$ cat src/rtl/decode_pkg.sv
// Shared decode definitions: instruction field layout, opcodes, ALU encodings
// and the ID/EX control bundle.
package decode_pkg;

  localparam int OPC_MSB = 32;
  localparam int OPC_LSB = 28;
  localparam int RD_MSB  = 27;
  localparam int RD_LSB  = 24;
  localparam int RS1_MSB = 23;
  localparam int RS1_LSB = 20;
  localparam int RS2_MSB = 19;
  localparam int RS2_LSB = 16;
  localparam int IMM_MSB = 15;
  localparam int IMM_LSB = 0;

  typedef enum logic [4:0] {
    OP_NOP   = 5'h00,
    OP_ADD   = 5'h01,
    OP_SUB   = 5'h02,
    OP_AND   = 5'h03,
    OP_OR    = 5'h04,
    OP_ADDI  = 5'h05,
    OP_LOAD  = 5'h06,
    OP_STORE = 5'h07,
    OP_BEQ   = 5'h08,
    OP_JMP   = 5'h09
  } opcode_e;

  typedef enum logic [2:0] {
    ALU_ADD = 3'b000,
    ALU_SUB = 3'b001,
    ALU_AND = 3'b010,
    ALU_OR  = 3'b011
  } alu_ctl_e;

  typedef struct packed {
    logic     reg_write;
    logic     mem_write;
    logic     result_src;
    logic     branch;
    logic     jump;
    logic     alu_src;
    alu_ctl_e alu_ctl;
    logic     illegal;
  } ctrl_t;

  localparam ctrl_t BUBBLE = '0;

endpackage

$ cat src/rtl/decode_cycle_register_file.sv
// 16-entry register file: two async read ports with write-through bypass,
// one sync write port, r0 hard-wired to zero.
module register_file #(
  parameter int DATA_W = 32
) (
  input  logic              clk,
  input  logic              rst,
  input  logic              we,
  input  logic [3:0]        waddr,
  input  logic [DATA_W-1:0] wdata,
  input  logic [3:0]        raddr1,
  input  logic [3:0]        raddr2,
  output logic [DATA_W-1:0] rdata1,
  output logic [DATA_W-1:0] rdata2
);

  logic [15:0][DATA_W-1:0] mem_q, mem_d;
  logic [1:0][3:0]         raddr;
  logic [1:0][DATA_W-1:0]  rdata;

  always_comb begin
    mem_d = mem_q;
    if (we && waddr != 4'd0) mem_d[waddr] = wdata;
  end

  always_ff @(posedge clk or negedge rst) begin
    if (!rst) mem_q <= '0;
    else      mem_q <= mem_d;
  end

  assign raddr = {raddr2, raddr1};

  // Bypass lets an instruction see the value being written back this cycle.
  for (genvar p = 0; p < 2; p++) begin : g_rd
    always_comb begin
      rdata[p] = '0;
      if (raddr[p] != 4'd0) begin
        if (we && waddr == raddr[p]) rdata[p] = wdata;
        else                         rdata[p] = mem_q[raddr[p]];
      end
    end
  end

  assign rdata1 = rdata[0];
  assign rdata2 = rdata[1];

endmodule

$ cat src/rtl/decode_cycle.sv
// Decode stage: cracks IF/ID instruction, reads regfile, builds control and
// registers it into ID/EX, squashing wrong-path slots after a taken branch.
module decode_cycle
  import decode_pkg::*;
#(
  parameter int FLUSH_CYCLES = 2,
  parameter int DATA_W       = 32,
  parameter int PC_W         = 9
) (
  input  logic              clk,
  input  logic              rst,
  input  logic [32:0]       InstrD,
  input  logic [PC_W-1:0]   PCD,
  input  logic [PC_W-1:0]   PCPlus4D,
  input  logic              PCSrcE,
  input  logic              FlushE,
  input  logic              RegWriteW,
  input  logic [3:0]        RdW,
  input  logic [DATA_W-1:0] ResultW,
  output logic [DATA_W-1:0] RD1E,
  output logic [DATA_W-1:0] RD2E,
  output logic [DATA_W-1:0] ImmExtE,
  output logic [3:0]        RdE,
  output logic [3:0]        Rs1E,
  output logic [3:0]        Rs2E,
  output logic [PC_W-1:0]   PCE,
  output logic [PC_W-1:0]   PCPlus4E,
  output logic              RegWriteE,
  output logic              MemWriteE,
  output logic              ResultSrcE,
  output logic              BranchE,
  output logic              JumpE,
  output logic              ALUSrcE,
  output logic [2:0]        ALUControlE,
  output logic              IllegalE
);

  localparam logic [1:0] SQ_RELOAD = 2'(FLUSH_CYCLES - 1);

  opcode_e           opcode;
  logic [3:0]        rd, rs1, rs2;
  logic [15:0]       imm16;
  logic [DATA_W-1:0] rd1, rd2, imm_ext;
  ctrl_t             ctrl_dec;
  logic              bubble;

  ctrl_t             ctrl_q, ctrl_d;
  logic [DATA_W-1:0] rd1_q, rd1_d, rd2_q, rd2_d, imm_q, imm_d;
  logic [3:0]        rd_q, rd_d, rs1_q, rs1_d, rs2_q, rs2_d;
  logic [PC_W-1:0]   pc_q, pc_d, pc4_q, pc4_d;
  logic [1:0]        sq_cnt_q, sq_cnt_d;

  assign opcode  = opcode_e'(InstrD[OPC_MSB:OPC_LSB]);
  assign rd      = InstrD[RD_MSB:RD_LSB];
  assign rs1     = InstrD[RS1_MSB:RS1_LSB];
  assign rs2     = InstrD[RS2_MSB:RS2_LSB];
  assign imm16   = InstrD[IMM_MSB:IMM_LSB];
  assign imm_ext = {{(DATA_W-16){imm16[15]}}, imm16};

  register_file #(.DATA_W(DATA_W)) u_rf (
    .clk    (clk),
    .rst    (rst),
    .we     (RegWriteW),
    .waddr  (RdW),
    .wdata  (ResultW),
    .raddr1 (rs1),
    .raddr2 (rs2),
    .rdata1 (rd1),
    .rdata2 (rd2)
  );

  always_comb begin
    ctrl_dec = BUBBLE;
    case (opcode)
      OP_NOP:   ;
      OP_ADD:   begin ctrl_dec.reg_write = 1'b1; ctrl_dec.alu_ctl = ALU_ADD; end
      OP_SUB:   begin ctrl_dec.reg_write = 1'b1; ctrl_dec.alu_ctl = ALU_SUB; end
      OP_AND:   begin ctrl_dec.reg_write = 1'b1; ctrl_dec.alu_ctl = ALU_AND; end
      OP_OR:    begin ctrl_dec.reg_write = 1'b1; ctrl_dec.alu_ctl = ALU_OR;  end
      OP_ADDI:  begin ctrl_dec.reg_write = 1'b1; ctrl_dec.alu_src = 1'b1; end
      OP_LOAD:  begin
        ctrl_dec.reg_write  = 1'b1;
        ctrl_dec.alu_src    = 1'b1;
        ctrl_dec.result_src = 1'b1;
      end
      OP_STORE: begin ctrl_dec.mem_write = 1'b1; ctrl_dec.alu_src = 1'b1; end
      OP_BEQ:   begin ctrl_dec.branch = 1'b1; ctrl_dec.alu_ctl = ALU_SUB; end
      OP_JMP:   ctrl_dec.jump = 1'b1;
      default:  ctrl_dec.illegal = 1'b1;
    endcase
  end

  // A new taken branch always restarts the squash window rather than extending it.
  assign bubble = PCSrcE || (sq_cnt_q != 2'd0) || FlushE;

  always_comb begin
    sq_cnt_d = sq_cnt_q;
    if (PCSrcE)                 sq_cnt_d = SQ_RELOAD;
    else if (sq_cnt_q != 2'd0)  sq_cnt_d = sq_cnt_q - 2'd1;

    ctrl_d = BUBBLE;
    rd1_d  = '0;
    rd2_d  = '0;
    imm_d  = '0;
    rd_d   = '0;
    rs1_d  = '0;
    rs2_d  = '0;
    pc_d   = '0;
    pc4_d  = '0;
    if (!bubble) begin
      ctrl_d = ctrl_dec;
      rd1_d  = rd1;
      rd2_d  = rd2;
      imm_d  = imm_ext;
      rd_d   = rd;
      rs1_d  = rs1;
      rs2_d  = rs2;
      pc_d   = PCD;
      pc4_d  = PCPlus4D;
    end
  end

  always_ff @(posedge clk or negedge rst) begin
    if (!rst) begin
      ctrl_q   <= BUBBLE;
      rd1_q    <= '0;
      rd2_q    <= '0;
      imm_q    <= '0;
      rd_q     <= '0;
      rs1_q    <= '0;
      rs2_q    <= '0;
      pc_q     <= '0;
      pc4_q    <= '0;
      sq_cnt_q <= '0;
    end else begin
      ctrl_q   <= ctrl_d;
      rd1_q    <= rd1_d;
      rd2_q    <= rd2_d;
      imm_q    <= imm_d;
      rd_q     <= rd_d;
      rs1_q    <= rs1_d;
      rs2_q    <= rs2_d;
      pc_q     <= pc_d;
      pc4_q    <= pc4_d;
      sq_cnt_q <= sq_cnt_d;
    end
  end

  assign RD1E        = rd1_q;
  assign RD2E        = rd2_q;
  assign ImmExtE     = imm_q;
  assign RdE         = rd_q;
  assign Rs1E        = rs1_q;
  assign Rs2E        = rs2_q;
  assign PCE         = pc_q;
  assign PCPlus4E    = pc4_q;
  assign RegWriteE   = ctrl_q.reg_write;
  assign MemWriteE   = ctrl_q.mem_write;
  assign ResultSrcE  = ctrl_q.result_src;
  assign BranchE     = ctrl_q.branch;
  assign JumpE       = ctrl_q.jump;
  assign ALUSrcE     = ctrl_q.alu_src;
  assign ALUControlE = ctrl_q.alu_ctl;
  assign IllegalE    = ctrl_q.illegal;

endmodule
$ cat config.mk
export PLATFORM = sky130hd
export DESIGN_NAME = decode_cycle
export DESIGN_NICKNAME = d
export VERILOG_FILES = /design/src/rtl/decode_pkg.sv /design/src/rtl/decode_cycle_register_file.sv /design/src/rtl/decode_cycle.sv
export SDC_FILE = /design/constraint.sdc
export NUM_CORES = 1
export LEC_CHECK = 0
export CORE_MARGIN = 3
export CORE_UTILIZATION = 36
export CTS_BUF_LIST = sky130_fd_sc_hd__clkbuf_2 sky130_fd_sc_hd__clkbuf_4 sky130_fd_sc_hd__clkbuf_8
export DETAILED_ROUTE_END_ITERATION = 12
export GPL_ROUTABILITY_DRIVEN = 0
export GPL_TIMING_DRIVEN = 0
export PLACE_DENSITY = 0.5
export SETUP_SLACK_MARGIN = 0.1
export SYNTH_ARGS = -nofsm -noshare
export SYNTH_HDL_FRONTEND = slang
export SYNTH_SLANG_ARGS = --single-unit
$ cat constraint.sdc
create_clock -name clk -period 4.9 [get_ports clk]
set_input_delay 0.98 -clock clk [delete_from_list [all_inputs] [get_ports clk]]
set_output_delay 0.98 -clock clk [all_outputs]
set_load 0.02 [all_outputs]
==> flow_summary.yaml <==
global_routing:
  grt_max_degree: 124
  grt_pass1_vias: 21800
  antenna_found_initial: 11
  grt_usage: 0.232
  grt_overflow: 0
  grt_pass1_wl_um: 151000
sta:
  worstMarginPinSlew_ns: 1.18
  slew_violations: 0
  timing.fmax_ghz: 0.268
  fin_crit_sh: 0.762
  slew_headroom: 0.216
  fin_crit_ns: 3.73
  rsz0062_at_grt: "no"
  setup_viol: 0
  fin_setup_tns_ns: 0
  hold_viol: 0
  finalClockSkew_ns: 0.0323
setup_path:
  ff2ff_path_depth: 7
  r2r_slack_ns: 1.23
  critPathMaxStageDelay_ns: 0.86
  critical_path_class: "in -> reg"
  crit_path_start_kind: "input pin"
  cp-end-kind: "register"
  r2r_end: "RD1E[29]"
  crit_fanout: 10
  worst-path-stages: 6
  rr_startpoint: "sq_cnt_q[0]"
  cp.arrival_ns: 4.38
  endpoint: "RD1E[29]"
  slowest_stage: "clkbuf_1"
  crit_required_ns: 5.55
  cp_cell_sequence: "clkdlybuf4s50_1, nor3b_2, o41ai_1, a31oi_1, clkbuf_1, a22o_1"
  path_delay_family: "buffers and inverters"
  cp_num_buf_inv: 2
  crit_start: "PCSrcE"
synth:
  synth_ff_type: "dfrtp_1"
  ys_seq_elements: 633
  synth_top_area_frac: 0.515
  synth_area_leaders: "dfrtp_1 52%, mux4_2 19%, mux2_2 16%"
  avgSynthCellArea_um2: 15.4
  syn-num-nets: 2091
  yosysMostFrequentCell: "dfrtp_1"
  synth-seq-area-share: 0.515
  synth.distinct_cells: 34
  yosys_warnings: 0
  yosys.area.top_type: "dfrtp_1"
  syn_area_um2: 30800
  async_flop_share: 1.00
  synth_edf_count: 0
  syn-instance-count: 1998
  synth_common_cells: "633 x dfrtp_1, 435 x mux2_2, 256 x mux4_2"
final_layout:
  drive_gt1_frac: 0.417
  multi_input_area_um2: 13700
  n_fill_cell: 7709
  finalNetCount: 2433
  area.sequential_um2: 15800
  stdcell_area_um2: 37000
  final_cells: 3566
  synthToLayoutAreaGrowth_pct: 20.4
placed_design:
  dpl_cell_area_um2: 34500
  port_buffers: 219
  dpl.cell_count: 3356
  place_hpwl_um: 66500
clock_network:
  clock_latency_ns: 0.74
  cts_resized: 0
  clk_pin_slew_ns: 0.06
  cts_sinks: 633
  cts-root-buf: "clkbuf_8"
  cts_tree: "built"
  cts_buffer_depth: 3
  cts.hold.buffers_added: 0
  cts_made_buffers: 116
  post_cts_buffers: 0
  htreeDepth: 3
route:
  first_pass_iters: 6
  first_iter_violations: 1647
  routed_wl_um: 103000
  ant_nets: 0
  route.detailed.drc: 0
  wl_per_cell_um: 28.9
  vias: 20100
  via_per_inst: 5.63
power:
  finalPower_mw: 15.4
  power_density_nw_per_um2: 417
  p_leak_nw: 15.6
  ir_drop_mv: 0.213
floorplan:
  start_util: 0.366
  rows: 106
  dieArea_um2: 89000
  die_w_um: 298
  ios: 228
  dieHeight_um: 298
  coreArea_um2: 84100
flow_run:
  maxCapViolCount: 0
min_path:
  hold_class: "in -> async"
run_status:
  outcome: "finished, final reports clean"
-- layer usage --
layer,track usage,part of all wire,up-vias
met2,0.375,0.48,834
li1,-,-,8313
met5,0,0.00070,-
met3,0.0536,0.073,239
met4,0.0940,0.040,12
met1,0.303,0.41,10700
-- kinds of logic (layout without fill, tap and decap cells) --
group | after synthesis | count (layout) | synth area share
multiplexers | 736 | 736 | 0.363
flip-flops | 633 | 633 | 0.515
buffers and inverters | 247 | 676 | 0.0397
AO/OA/AOI/OAI | 203 | 203 | 0.0517
AND/OR/NAND/NOR | 168 | 168 | 0.0272
XOR/XNOR | 9 | 9 | 0.00256
adder cells (fa/ha/maj) | 1 | 1 | 0.000407
other | 1 | 6 | 0.000122
-- stage by stage --
stage / setup slack (ns) / utilization / hold slack [ns]
after floorplan: 2.41 / - / 0.441
after global placement: -25.72 / 0.409 / 0.452
after detailed placement: 0.446 / 0.410 / 0.463
after CTS: 1.24 / 0.440 / 0.148
after global routing: 1.05 / 0.440 / 0.214
final: 1.17 / 0.440 / 0.207
-- cell usage in the layout (no fill, tap or decap), types with 3 or more instances in the layout --
cell type	Yosys	final
nor4_1	3	3
mux2_2	435	435
clkbuf_1	122	122
buf_2	65	65
buf_4	29	29
xor2_1	7	7
mux2_1	45	45
clkdlybuf4s50_1	0	218
buf_1	14	14
clkinvlp_4	0	4
clkbuf_4	0	38
nand2b_1	5	5
a22oi_1	128	128
mux4_2	256	256
nor3_1	5	5
clkbuf_8	0	150
a21oi_1	5	5
nor2b_1	5	5
buf_6	14	14
and2_1	48	48
a22o_1	64	64
buf_16	0	5
clkinv_2	0	10
dfrtp_1	633	633
nand2_1	69	69
diode_2	0	5
or3_1	4	4
inv_1	3	3
nand3b_1	3	3
nor2_1	21	21
-- area by class of cell --
type,instances,area share
diodes,5,0.000338
plain buffers,244,0.0327
clock inverters,17,0.00409
repair buffers,224,0.0631
flip-flops and latches,633,0.428
well taps,1134,0.0383
multi-input cells,1118,0.370
inverters,3,0.000304
clock buffers,188,0.0635
-- worst min-delay path by stage --
stage	to	slack, ns	depth (start not counted)
3_3_place_gp	u_rf.mem_q[25]	0.45	1
3_5_place_dp	u_rf.mem_q[9]	0.46	1
2_1_floorplan	u_rf.mem_q[0]	0.44	1
5_1_grt	u_rf.mem_q[472]	0.21	1
4_1_cts	u_rf.mem_q[408]	0.15	1
6_report	ImmExtE[11]	0.21	1
-- registers in the layout, indices dropped and copies added, names as in the netlist, 2 cells and up --
signal	flops
RD2E	32
PCE	9
sq_cnt_q	2
PCPlus4E	9
u_rf.mem_q	512
Rs1E	4
RD1E	32
ImmExtE	16
RdE	4
Rs2E	4
ALUControlE	2
-- where the power goes --
| part | switching [mW] | leakage (nW) | internal, mW |
|---|---|---|---|
| sequential | 0.674 | 8.01 | 6.22 |
| clock | 2.30 | 1.33 | 3.11 |
| combinational | 1.29 | 6.29 | 1.85 |
| total | 4.26 | 15.6 | 11.2 |
Note: power is estimated with default switching activity, not from simulation.
